--- config.mk ---
export PLATFORM = sky130hd
export DESIGN_NAME = ysyx_25040109_mem_arbiter
export DESIGN_NICKNAME = d
export VERILOG_FILES = /design/src/rtl/ysyx_25040109_mem_arbiter.sv
export SDC_FILE = /design/constraint.sdc
export NUM_CORES = 1
export LEC_CHECK = 0
export ABC_AREA = 1
export BUFFER_PORTS_ARGS = -buffer_cell sky130_fd_sc_hd__clkbuf_2
export CORE_ASPECT_RATIO = 0.75
export CORE_MARGIN = 5
export CORE_UTILIZATION = 49
export CTS_CLUSTER_DIAMETER = 120
export DETAILED_ROUTE_END_ITERATION = 16
export PLACE_DENSITY = 0.95
export RECOVER_POWER = 100
export SLEW_MARGIN = 25
export SYNTH_ARGS = -nofsm -noshare
export SYNTH_HDL_FRONTEND = slang
export SYNTH_SLANG_ARGS = --single-unit
--- constraint.sdc ---
create_clock -name clk -period 3.2 [get_ports clk]
set_input_delay 0.32 -clock clk [delete_from_list [all_inputs] [get_ports clk]]
set_output_delay 0.32 -clock clk [all_outputs]
set_load 0.03 [all_outputs]
--- src/rtl/ysyx_25040109_mem_arbiter.sv ---
// Round-robin arbiter sharing one single-port memory slave between fetch (I) and data (D) channels.
// Define ARB_TIMEOUT_EN to add a response-wait timeout with a sticky arb_err flag.
module ysyx_25040109_mem_arbiter #(
  parameter int unsigned ADDR_W      = 32,
  parameter int unsigned DATA_W      = 32,
  parameter int unsigned TIMEOUT_CYC = 255
) (
  input  logic              clk,
  input  logic              rst,
  input  logic              imem_ren,
  input  logic [ADDR_W-1:0] imem_addr,
  output logic              imem_rvalid,
  output logic [DATA_W-1:0] imem_rdata,
  input  logic              dmem_ren,
  input  logic [ADDR_W-1:0] dmem_raddr,
  output logic              dmem_rvalid,
  output logic [DATA_W-1:0] dmem_rdata,
  input  logic              dmem_wen,
  input  logic [ADDR_W-1:0] dmem_waddr,
  input  logic [DATA_W-1:0] dmem_wdata,
  input  logic [2:0]        dmem_wlen,
  output logic              dmem_wready,
  output logic              mem_req_valid,
  input  logic              mem_req_ready,
  output logic              mem_we,
  output logic [ADDR_W-1:0] mem_addr,
  output logic [DATA_W-1:0] mem_wdata,
  output logic [2:0]        mem_wlen,
  input  logic              mem_resp_valid,
  input  logic [DATA_W-1:0] mem_rdata,
  output logic              arb_err
);

  typedef enum logic [1:0] {StIdle, StReq, StWait, StResp} state_e;

  state_e            state_q, state_d;
  logic              last_q, last_d;  // 1: D won the most recent grant
  logic              own_q, own_d;    // 1: current transaction belongs to D
  logic              we_q, we_d;
  logic [ADDR_W-1:0] addr_q, addr_d;
  logic [DATA_W-1:0] wdata_q, wdata_d;
  logic [2:0]        wlen_q, wlen_d;
  logic [DATA_W-1:0] irdata_q, irdata_d;
  logic [DATA_W-1:0] drdata_q, drdata_d;

  logic              i_req, d_req, grant_d;
  logic              resp_take, timeout;
  logic [DATA_W-1:0] resp_data;

  assign i_req     = imem_ren;
  assign d_req     = dmem_wen | dmem_ren;
  assign grant_d   = d_req & (~i_req | ~last_q);
  assign resp_take = mem_resp_valid &
                     (((state_q == StReq) & mem_req_ready) | (state_q == StWait));
  assign resp_data = resp_take ? mem_rdata : DATA_W'(32'hDEADBEEF);

  always_comb begin
    state_d  = state_q;
    last_d   = last_q;
    own_d    = own_q;
    we_d     = we_q;
    addr_d   = addr_q;
    wdata_d  = wdata_q;
    wlen_d   = wlen_q;
    irdata_d = irdata_q;
    drdata_d = drdata_q;
    unique case (state_q)
      StIdle: begin
        if (i_req || d_req) begin
          state_d = StReq;
          last_d  = grant_d;
          own_d   = grant_d;
          if (grant_d) begin
            // A simultaneous read is dropped; the write wins.
            we_d   = dmem_wen;
            addr_d = dmem_wen ? dmem_waddr : dmem_raddr;
            if (dmem_wen) begin
              wdata_d = dmem_wdata;
              wlen_d  = dmem_wlen;
            end
          end else begin
            we_d   = 1'b0;
            addr_d = imem_addr;
          end
        end
      end
      StReq, StWait: begin
        if (resp_take || timeout) begin
          state_d = StResp;
          if (!own_q) begin
            irdata_d = resp_data;
          end else if (!we_q) begin
            drdata_d = resp_data;
          end
        end else if ((state_q == StReq) && mem_req_ready) begin
          state_d = StWait;
        end
      end
      StResp: state_d = StIdle;
      default: state_d = StIdle;
    endcase
  end

  always_ff @(posedge clk) begin
    if (rst) begin
      state_q  <= StIdle;
      last_q   <= 1'b1;
      own_q    <= 1'b0;
      we_q     <= 1'b0;
      addr_q   <= '0;
      wdata_q  <= '0;
      wlen_q   <= '0;
      irdata_q <= '0;
      drdata_q <= '0;
    end else begin
      state_q  <= state_d;
      last_q   <= last_d;
      own_q    <= own_d;
      we_q     <= we_d;
      addr_q   <= addr_d;
      wdata_q  <= wdata_d;
      wlen_q   <= wlen_d;
      irdata_q <= irdata_d;
      drdata_q <= drdata_d;
    end
  end

`ifdef ARB_TIMEOUT_EN
  logic [7:0] cnt_q;
  logic       err_q;

  // cnt_q holds the number of REQ/WAIT cycles already elapsed before the current one.
  assign timeout = ((state_q == StReq) || (state_q == StWait)) &&
                   (cnt_q == 8'(TIMEOUT_CYC - 1));

  always_ff @(posedge clk) begin
    if (rst) begin
      cnt_q <= '0;
      err_q <= 1'b0;
    end else begin
      if ((state_q == StReq) || (state_q == StWait)) begin
        cnt_q <= cnt_q + 8'd1;
      end else begin
        cnt_q <= '0;
      end
      if (timeout && !resp_take) begin
        err_q <= 1'b1;
      end
    end
  end

  assign arb_err = err_q;
`else
  logic unused_timeout_cyc;
  assign unused_timeout_cyc = ^TIMEOUT_CYC;
  assign timeout            = 1'b0;
  assign arb_err            = 1'b0;
`endif

  assign mem_req_valid = (state_q == StReq);
  assign mem_we        = we_q;
  assign mem_addr      = addr_q;
  assign mem_wdata     = wdata_q;
  assign mem_wlen      = wlen_q;
  assign imem_rvalid   = (state_q == StResp) & ~own_q;
  assign dmem_rvalid   = (state_q == StResp) & own_q & ~we_q;
  assign dmem_wready   = (state_q == StResp) & own_q & we_q;
  assign imem_rdata    = irdata_q;
  assign dmem_rdata    = drdata_q;

endmodule
# After elaboration in Yosys (flattened, before gate mapping)
# Index checks and enable logic that the tools add are counted.
# op_classes
n_bitwise	14
eq_ne	5
mux	7
reduce_logical	9
# op_table
cell	n
$mux 32	2
$reduce_and 4->1	2
$and 1x1->1	7
$mux 2	3
$pmux 2 s3	1
$eq 2x2->1 const B	2
$not 1->1	4
$reduce_and 2->1	2
$ne 3x3->1 const B	1
$or 1x1->1	3
$reduce_and 3->1	1
$eq 2x1->1 const B	1
$logic_not 2->1	1
$ne 2x2->1 const B	1
$reduce_or 2->1	1
$logic_and 1x1->1	1
$logic_or 1x1->1	1
$mux 1	1
# totals
register_bits	136

# Logic depth before layout (Yosys ltp)
# Gate-level depths: netlist of run 1.
# logic_depth
depth_word	6
mapped_depth	10
ltp_nobuf	10

# Worst setup path after synthesis of run 1
# No wires, ideal clock.
# synth_path
path_type	reg-to-reg
from	register state_q[1]
to	register drdata_q[10] (netlist: dmem_rdata[10])
n_path_buf	1
stages_incl_launch_ff	9
required_ns	3.087
path_slack_ns	1.600
synth_period_minus_slack_ns	1.600
arrival_time_ns	1.486
cell_sequence	dfxtp_1 inv_1 ha_1 nand2_1 nand2_1 nand4_2 clkbuf_1 nor2_1 nor2_1
# synth_between
elab_chain_cells	5
elab_cells_between_ends	7
# synth_rtl
item	line_no	text
start: declaration	36	state_e state_q, state_d;
start signal: assignment	106	state_q <= StIdle;
start signal: assignment	116	state_q <= state_d;
$eq 2x1->1 (*)	n/a	
named net mem_req_valid	23	output logic mem_req_valid,
$and 1x1->1	54	(((state_q == StReq) & mem_req_ready) | (state_q == StWait));
$or 1x1->1	54	
$and 1x1->1	53	assign resp_take = mem_resp_valid &
$reduce_and 4->1 (no source line) (*)	n/a	
end signal: assignment	124	drdata_q <= drdata_d;
end: declaration	44	logic [DATA_W-1:0] drdata_q, drdata_d;
# The timed path passes the listed nets; every way through them passes the cells marked *.
# A chain may end at the register's enable or synchronous reset.

# Final worst setup path of run 1
# layout_path
from	register state_q[1]
to	register drdata_q[7] (netlist: dmem_rdata[7])
# layout_between
elab_chain_cells	5
elab_cells_between_ends	7
# layout_rtl
item	line_no
$eq 2x1->1	54, 67
$and 1x1->1	54
$or 1x1->1	54
$and 1x1->1	53
$reduce_and 4->1 (no source line) (*)	n/a
# Every way passes the cells marked *; elsewhere a longest branch is shown, timed or not.

==> flow_summary.ini, run 1 <==
[synthesis]
synth_area_um2 = 5970
post_synth_num_cell_types = 22
syn-instance-count = 923
syn_area_per_cell_um2 = 6.46
synth-seq-cells = 136
syn_nets = 1097
synth_sequential_area_ratio_pct = 45.6
synth_warnings = 0

[place]
detailedPlace.worstSlack_ns = 0.938
place_hpwl_mm = 13.4
replace_congestion = 0.834
numPlacedInstances = 1343
numPortBuffers = 305

[clock_tree]
post_cts.resized_instances = 0
cts.htree.levels = 4
clock_path_buffers = 2
worst_skew_pair_latency_ns = 0.40
cts_made_buffers = 17
cts.root.buffer_cell = clkbuf_16
post_cts_hold_buffer_count = 0
cts_sinks = 136
post_cts_buffers = 0
clk_transition_reported_paths_ns = 0.06
tritoncts = done

[floorplanning]
pin_count = 307
die_area_um2 = 14500
row_count = 34
start_util_pct = 50.8
design.core.area_um2 = 11700
die_h_um = 106
floorplan.die.width_um = 137

[route]
route.detailed.wl_per_inst_um = 13.2
totalWireLength_mm = 18.2
drt_iter0_markers = 383
drt.antenna.violating_nets = 0
detailedRoute.firstPassIterationCount = 6
num_vias = 6524
remaining_drc_errors = 0
drt-vias-per-instance = 4.74

[power_and_ir_drop]
p_leak_nw = 4.06
max-vdd-ir-drop_v = 0.000502
cellPowerDensity_nw_per_um2 = 791

[final_layout]
insertedDiodeCount = 0
layout.cells.most_common_list = nand2_1, nor2_1, clkbuf_2, dfxtp_1, clkbuf_1
nFillCells = 1063
finish.net_count = 1374
final_common_cell = nand2_1
finish.cell_count_without_fillers = 1375
drive_gt1_share_pct = 17.8
flow.area_growth_from_synthesis_pct = 32.8

[sta]
slew_headroom_pct = 18.1
timing_worst_slew_pin_value_ns = 1.23
tns_ns = 0
timing_max_transition_violations_final = 0
finalSetupViolations = 0
fin_skew_ns = 0.00810
hold_viol_final = 0
setup_repair_after_global_routing_missed_its_margin = no
final_min_period_over_clock_period_pct = 72.2
min_period_ns = 2.31
fmax_ghz = 0.433
final_critical_path_setup_slack_ns = 0.890

[global_route]
global_route.usage.met1_pct = 27.3
globalRoute.busiestLayer = met2
antenna_found_initial = 0
grtUsageTotal_pct = 23.8
grt_first_pass_wirelength_mm = 28.2
gr_util_met2_pct = 42.0
total_global_routing_overflow = 0
grt_start_max_net_pins = 65
global_route.usage.met3_pct = 8.05
first_global_vias = 5972

[worst_setup_path]
worstRegToRegCells = 9
path_max_fanout = 64
timing_worst_setup_path_type = register to register
start_kind = register
worst-endpoint-required_ns = 3.49
critPathArrivalTime_ns = 2.60
r2r_end = dmem_rdata[7]
critical_path.reg2reg.startpoint = state_q[1]
crit_path_end_kind = register
r2r_slack_ns = 0.89

[hold_path]
worstHoldEndpoint = mem_wdata[23]
worstHoldStart = dmem_wdata[23]
min_delay_worst_type = primary input to register
holdPathStages = 3

[run]
max-cap-violations = 0

[run_status]
status = finished clean
==> layer usage <==
metal | vias up | routed length [um]
met5 | - | 0
met4 | 0 | 248
met3 | 18 | 1680
met2 | 264 | 9040
met1 | 2904 | 7180
li1 | 3338 | -
==> through the flow <==
step                hold WS, ns  area [um^2]  utilization [%]  power [mW]
CTS                       0.121         8110             69.1        6.39
floorplan                 0.429         5970                -        3.77
global placement          0.441         7500             63.9        4.32
global route              0.134         7930             67.5        6.64
finish                    0.140         7930             67.5        6.27
detailed placement        0.455         7500             63.9        4.37
==> flip-flops by register name, indices dropped and copies added (netlist names) <==
signal      count
dmem_rdata     32
imem_rdata     32
mem_addr       32
mem_wdata      32
mem_wlen        3
state_q         2
last_q          1
mem_we          1
own_q           1
==> critical path: stages (launching register included) <==
cell and delay (ns):
dfxtp_1 0.35, inv_1 0.08, ha_1 0.23, nand2_1 0.07, nand2_1 0.10, nand4_2 0.09, clkbuf_2 0.91, nand2_1 0.18
nand2_1 0.11, nor2_1 0.06
==> logic make-up (layout without fill, tap and decap cells) <==
group	count (synthesis)	after routing	share of synthesized area [%]
AOI/OAI and AO/OA	105	105	8.85
adders and majority gates	4	4	0.839
buffers and inverters	129	419	9.29
DFF	136	136	45.6
other	1	1	0.0629
and+or+nand+nor	548	548	35.3
==> how the worst max path moves through the flow <==
stage	to	cells past startpoint	start	slack, ns
2_1_floorplan	dmem_rdata[10]	8	state_q[1]	1.60
3_3_place_gp	mem_wdata[7]	7	dmem_wen	0.96
3_5_place_dp	mem_addr[5]	7	dmem_wen	0.94
4_1_cts	mem_wdata[14]	6	state_q[0]	1.11
5_1_grt	mem_addr[13]	7	state_q[0]	0.59
6_report	dmem_rdata[7]	9	state_q[1]	0.89
==> cell type report <==
class / instances / area (um^2) / area share [%]
Timing Repair Buffer: 311 / 1410 / 17.7
Inverter: 76 / 289 / 3.65
Tap cell: 162 / 203 / 2.56
Clock buffer: 19 / 453 / 5.72
Multi-Input combinational cell: 658 / 2690 / 34.0
Clock inverter: 13 / 158 / 1.99
Sequential cell: 136 / 2720 / 34.4
==> synthesized netlist by cell type <==
cell | number | area (um^2)
inv_1 | 72 | 270
a21oi_1 | 71 | 355
a21boi_1 | 1 | 7.51
o21ai_0 | 33 | 165
nor2_1 | 198 | 743
ha_1 | 4 | 50.1
nand2_2 | 1 | 6.26
nand3_1 | 3 | 15.0
nand2_1 | 341 | 1280
buf_2 | 17 | 85.1
conb_1 | 1 | 3.75
inv_4 | 1 | 6.26
nand2_4 | 1 | 11.3
dfxtp_1 | 136 | 2720
nand4_2 | 2 | 25.0
buf_6 | 3 | 33.8
buf_4 | 6 | 45.0
nor3_1 | 1 | 5.00
clkbuf_1 | 27 | 101
nand4_4 | 1 | 21.3
inv_2 | 2 | 7.51
clkinv_2 | 1 | 5.00
==> power breakdown <==
| group | switching (mW) | internal (mW) | total [mW] | leakage [nW] |
|---|---|---|---|---|
| Sequential | 0.174 | 2.03 | 2.20 | 1.11 |
| Clock | 0.788 | 1.22 | 2.00 | 0.292 |
| Combinational | 1.54 | 0.528 | 2.06 | 2.66 |
No activity file was read; power rests on OpenSTA's default activity.
==> inputs of run 2 (changes only) <==
--- a/config.mk
+++ b/config.mk
@@ -9,10 +9,10 @@
 export BUFFER_PORTS_ARGS = -buffer_cell sky130_fd_sc_hd__clkbuf_2
 export CORE_ASPECT_RATIO = 0.75
 export CORE_MARGIN = 5
-export CORE_UTILIZATION = 49
+export CORE_UTILIZATION = 46
 export CTS_CLUSTER_DIAMETER = 120
 export DETAILED_ROUTE_END_ITERATION = 16
-export PLACE_DENSITY = 0.95
+export PLACE_DENSITY = 0.91
 export RECOVER_POWER = 100
 export SLEW_MARGIN = 25
 export SYNTH_ARGS = -nofsm -noshare
==> constraint.sdc (replaced) <==
create_clock -name clk -period 2.2 [get_ports clk]
set_input_delay 0.22 -clock clk [delete_from_list [all_inputs] [get_ports clk]]
set_output_delay 0.22 -clock clk [all_outputs]
set_load 0.03 [all_outputs]
==> flow_summary.ini, run 2 (synthesis gave the netlist of run 1 again) <==
[run]
max-cap-violations = 0

[place]
place_hpwl_mm = 13.1
placedInstanceArea_um2 = 7600
replace_congestion = 0.889
numPortBuffers = 305
detailedPlace.worstSlack_ns = 0.299

[clock_tree]
clock_path_buffers = 2
post_cts.resized_instances = 0
tritoncts = done
cts_made_buffers = 17
cts.htree.levels = 4
post_cts_hold_buffer_count = 0
cts.root.buffer_cell = clkbuf_16
cts_sinks = 136
clk_transition_reported_paths_ns = 0.06
worst_skew_pair_latency_ns = 0.41
post_cts_buffers = 0

[sta]
fin_skew_ns = 0.0115
finalSetupViolations = 0
final_critical_path_setup_slack_ns = 0.269
final_min_period_over_clock_period_pct = 87.8
setup_repair_after_global_routing_missed_its_margin = no
slew_headroom_pct = 55.6
timing_worst_slew_pin_value_ns = 0.666
hold_viol_final = 0
tns_ns = 0
min_period_ns = 1.93
fmax_ghz = 0.518
timing_max_transition_violations_final = 0

[route]
remaining_drc_errors = 0
drt-vias-per-instance = 4.65
detailedRoute.firstPassIterationCount = 5
drt_iter0_markers = 376
route.detailed.wl_per_inst_um = 12.5
num_vias = 6459
drt.antenna.violating_nets = 0
totalWireLength_mm = 17.3

[global_route]
grt_first_pass_wirelength_mm = 27.6
antenna_found_initial = 0
total_global_routing_overflow = 0
first_global_vias = 6028
grt_start_max_net_pins = 65
grtUsageTotal_pct = 21.9

[final_layout]
final_design_area_no_fill_um2 = 7990
insertedDiodeCount = 0
drive_gt1_share_pct = 18.1
layout.cells.most_common_list = nand2_1, nor2_1, clkbuf_2, clkbuf_1, dfxtp_1
finish.net_count = 1380
final_common_cell = nand2_1
flow.area_growth_from_synthesis_pct = 34.0

[power_and_ir_drop]
max-vdd-ir-drop_v = 0.000709
cellPowerDensity_nw_per_um2 = 1140
p_leak_nw = 4.09
report.power.total_mw = 9.11

[floorplanning]
floorplan.die.width_um = 142
pin_count = 307
design.core.area_um2 = 12800
row_count = 36
die_area_um2 = 15400
start_util_pct = 46.5
die_h_um = 109

[worst_setup_path]
path_max_fanout = 19
worst-endpoint-required_ns = 2.54
crit_path_end_kind = register
timing_worst_setup_path_type = register to register
critPathArrivalTime_ns = 2.27
start_kind = register

[run_status]
status = finished clean

[hold_path]
min_delay_worst_type = primary input to register
[run 2: changes by cell type in the layout (fill, tap and decap cells not counted), moves of 2 or more]
cell,before,now
buf_12,1,3
buf_4,2,7
clkbuf_2,172,170
clkbuf_8,2,0
clkinv_4,0,3
inv_6,6,3
inv_8,2,0
[run 2: path summary, 6_finish.rpt]
path | start | depth (start not counted) | slack [ns] | endpoint
min | dmem_wdata[19] | 3 | 0.04 | mem_wdata[19]
max | state_q[0] | 7 | 0.27 | dmem_rdata[27]
max reg2reg | state_q[0] | 7 | 0.27 | dmem_rdata[27]
min reg2reg | last_q | 2 | 0.46 | last_q
[run 2: cell type report]
type                       count  area [um^2]
inverter                      76          288
clock inverter                13          170
clock buffer                  18          429
multi-input combinational    658         2690
fill                        1231         4840
tap                          171          214
timing repair buffer         317         1480
sequential                   136         2720
[run 2: worst max-delay path, stage by stage, from the launching register on]
cell	delay, ns
dfxtp_1	0.36
inv_1	0.09
ha_1	0.36
nand4_2	0.41
clkbuf_2	0.38
nand2_1	0.11
nand2_1	0.05
nor2_1	0.11
[run 2: per-layer routing]
layer / global-route usage (%) / wire [um] / up-vias / part of all wire, %
met5: 0 / 0 / - / 0
met4: 9.73 / 521 / 0 / 3.0
met3: 7.28 / 1650 / 44 / 9.5
met2: 36.6 / 8060 / 250 / 47
met1: 25.8 / 7080 / 2815 / 41
li1: - / - / 3350 / -
[run 2: where the power goes]
part           switching, mW  internal [mW]
clock                   1.08           1.79
combinational           2.24          0.811
sequential             0.244           2.95
[run 2: through the flow]
step	util, %	cells	hold WS, ns
after floorplan	-	923	0.355
after global placement	59.2	1358	0.442
after detailed placement	59.2	1358	0.444
after CTS	63.9	1389	0.0219
after global routing	62.3	1389	0.0342
final	62.3	1389	0.0392
==> inputs of run 3 (changes only) <==
--- a/config.mk
+++ b/config.mk
@@ -9,10 +9,9 @@
 export BUFFER_PORTS_ARGS = -buffer_cell sky130_fd_sc_hd__clkbuf_2
 export CORE_ASPECT_RATIO = 0.75
 export CORE_MARGIN = 5
-export CORE_UTILIZATION = 46
-export CTS_CLUSTER_DIAMETER = 120
+export CORE_UTILIZATION = 43
 export DETAILED_ROUTE_END_ITERATION = 16
-export PLACE_DENSITY = 0.91
+export PLACE_DENSITY = 0.86
 export RECOVER_POWER = 100
 export SLEW_MARGIN = 25
 export SYNTH_ARGS = -nofsm -noshare
==> flow_summary.ini, run 3 (synthesis gave the netlist of run 1 again) <==
[place]
place_hpwl_mm = 13.1
numPortBuffers = 305
placedInstanceArea_um2 = 7610
replace_congestion = 0.903

[global_route]
grt_first_pass_wirelength_mm = 28.5
grtUsageTotal_pct = 20.6
grt_start_max_net_pins = 66
first_global_vias = 6175
total_global_routing_overflow = 0
antenna_found_initial = 0

[clock_tree]
cts_sinks = 136
tritoncts = done
clk_transition_reported_paths_ns = 0.06
cts_made_buffers = 17
post_cts_buffers = 0
clock_path_buffers = 2
post_cts_hold_buffer_count = 0
cts.htree.levels = 4
cts.root.buffer_cell = clkbuf_16
post_cts.resized_instances = 0
worst_skew_pair_latency_ns = 0.40

[floorplanning]
floorplan.die.width_um = 146
row_count = 37
pin_count = 307
design.core.area_um2 = 13700
start_util_pct = 43.7
die_h_um = 112
die_area_um2 = 16400

[final_layout]
flow.area_growth_from_synthesis_pct = 34.4
final_design_area_no_fill_um2 = 8020
final_common_cell = nand2_1
finish.net_count = 1378
drive_gt1_share_pct = 17.7
layout.cells.most_common_list = nand2_1, nor2_1, clkbuf_2, clkbuf_1, dfxtp_1
insertedDiodeCount = 0

[route]
remaining_drc_errors = 0
totalWireLength_mm = 17.4
drt.antenna.violating_nets = 0
num_vias = 6428
drt-vias-per-instance = 4.62
drt_iter0_markers = 372
detailedRoute.firstPassIterationCount = 5
route.detailed.wl_per_inst_um = 12.5

[sta]
hold_viol_final = 0
final_min_period_over_clock_period_pct = 80.8
timing_max_transition_violations_final = 0
setup_repair_after_global_routing_missed_its_margin = no
fmax_ghz = 0.563
timing_worst_slew_pin_value_ns = 0.542
min_period_ns = 1.78
slew_headroom_pct = 63.8
tns_ns = 0
finalSetupViolations = 0
fin_skew_ns = 0.00967

[worst_setup_path]
cp_cell_sequence = ha_1 -> inv_1 -> nor3_1 -> clkbuf_1
worst_path_max_delay_cell = dfxtp_1
critical_path.max_stage_delay_ns = 0.37
crit_path_end_kind = output port
timing_worst_setup_path_type = register to output port
worst-endpoint-required_ns = 1.98
critPathArrivalTime_ns = 1.56
path_max_fanout = 4
start_kind = register

[run]
max-cap-violations = 0

[power_and_ir_drop]
max-vdd-ir-drop_v = 0.000590
p_leak_nw = 4.09
cellPowerDensity_nw_per_um2 = 1140

[hold_path]
min_delay_worst_type = primary input to register

[run_status]
status = finished clean
-- run 3: worst paths after layout --
check	start	end	slack [ns]	cells after the start
max	state_q[1]	dmem_rvalid	0.42	4
min	dmem_wdata[28]	mem_wdata[28]	0.04	3
max reg2reg	state_q[1]	mem_addr[27]	0.47	7
min reg2reg	mem_wdata[23]	mem_wdata[23]	0.47	2
-- run 3: stage by stage --
stage          hold WS, ns  power [mW]  utilization [%]  worst slack [ns]  std cells
3_3_place_gp         0.447        6.36             55.7             0.624       1360
5_1_grt             0.0440        9.69             58.7             0.264       1392
6_report            0.0426        9.12             58.7             0.423       1392
4_1_cts             0.0260        9.35             60.1             0.498       1392
3_5_place_dp         0.451        6.43             55.7             0.550       1360
2_1_floorplan        0.355        5.48                -             0.600        923
-- run 3: worst max-delay path, delay by kind of cell (launching register included) --
kind                       cells  cell delay [ns]
buffers and inverters          2             0.43
adders and majority gates      1             0.16
DFF                            1             0.37
and+or+nand+nor                1             0.20
-- run 3: area by class of cell --
| cell class | count | area, um^2 |
|---|---|---|
| fillers | 1352 | 5640 |
| well taps | 175 | 219 |
| multi-input cells | 658 | 2680 |
| clock inverters | 13 | 170 |
| repair buffers | 315 | 1510 |
| flip-flops and latches | 136 | 2720 |
| inverters | 76 | 288 |
| clock buffers | 19 | 433 |
-- run 3: report_power, final --
group | internal [mW] | switching (mW)
clock | 1.80 | 1.09
combinational | 0.805 | 2.22
sequential | 2.95 | 0.258
-- run 3: layer usage --
metal  global-route usage [%]  vias to the layer above  part of all wire (%)
met1                     25.4                     2845                    42
met3                     7.08                       20                   9.2
met5                        0                        -                     0
met4                     5.58                        0                   1.1
li1                         -                     3335                     -
met2                     34.4                      228                    48
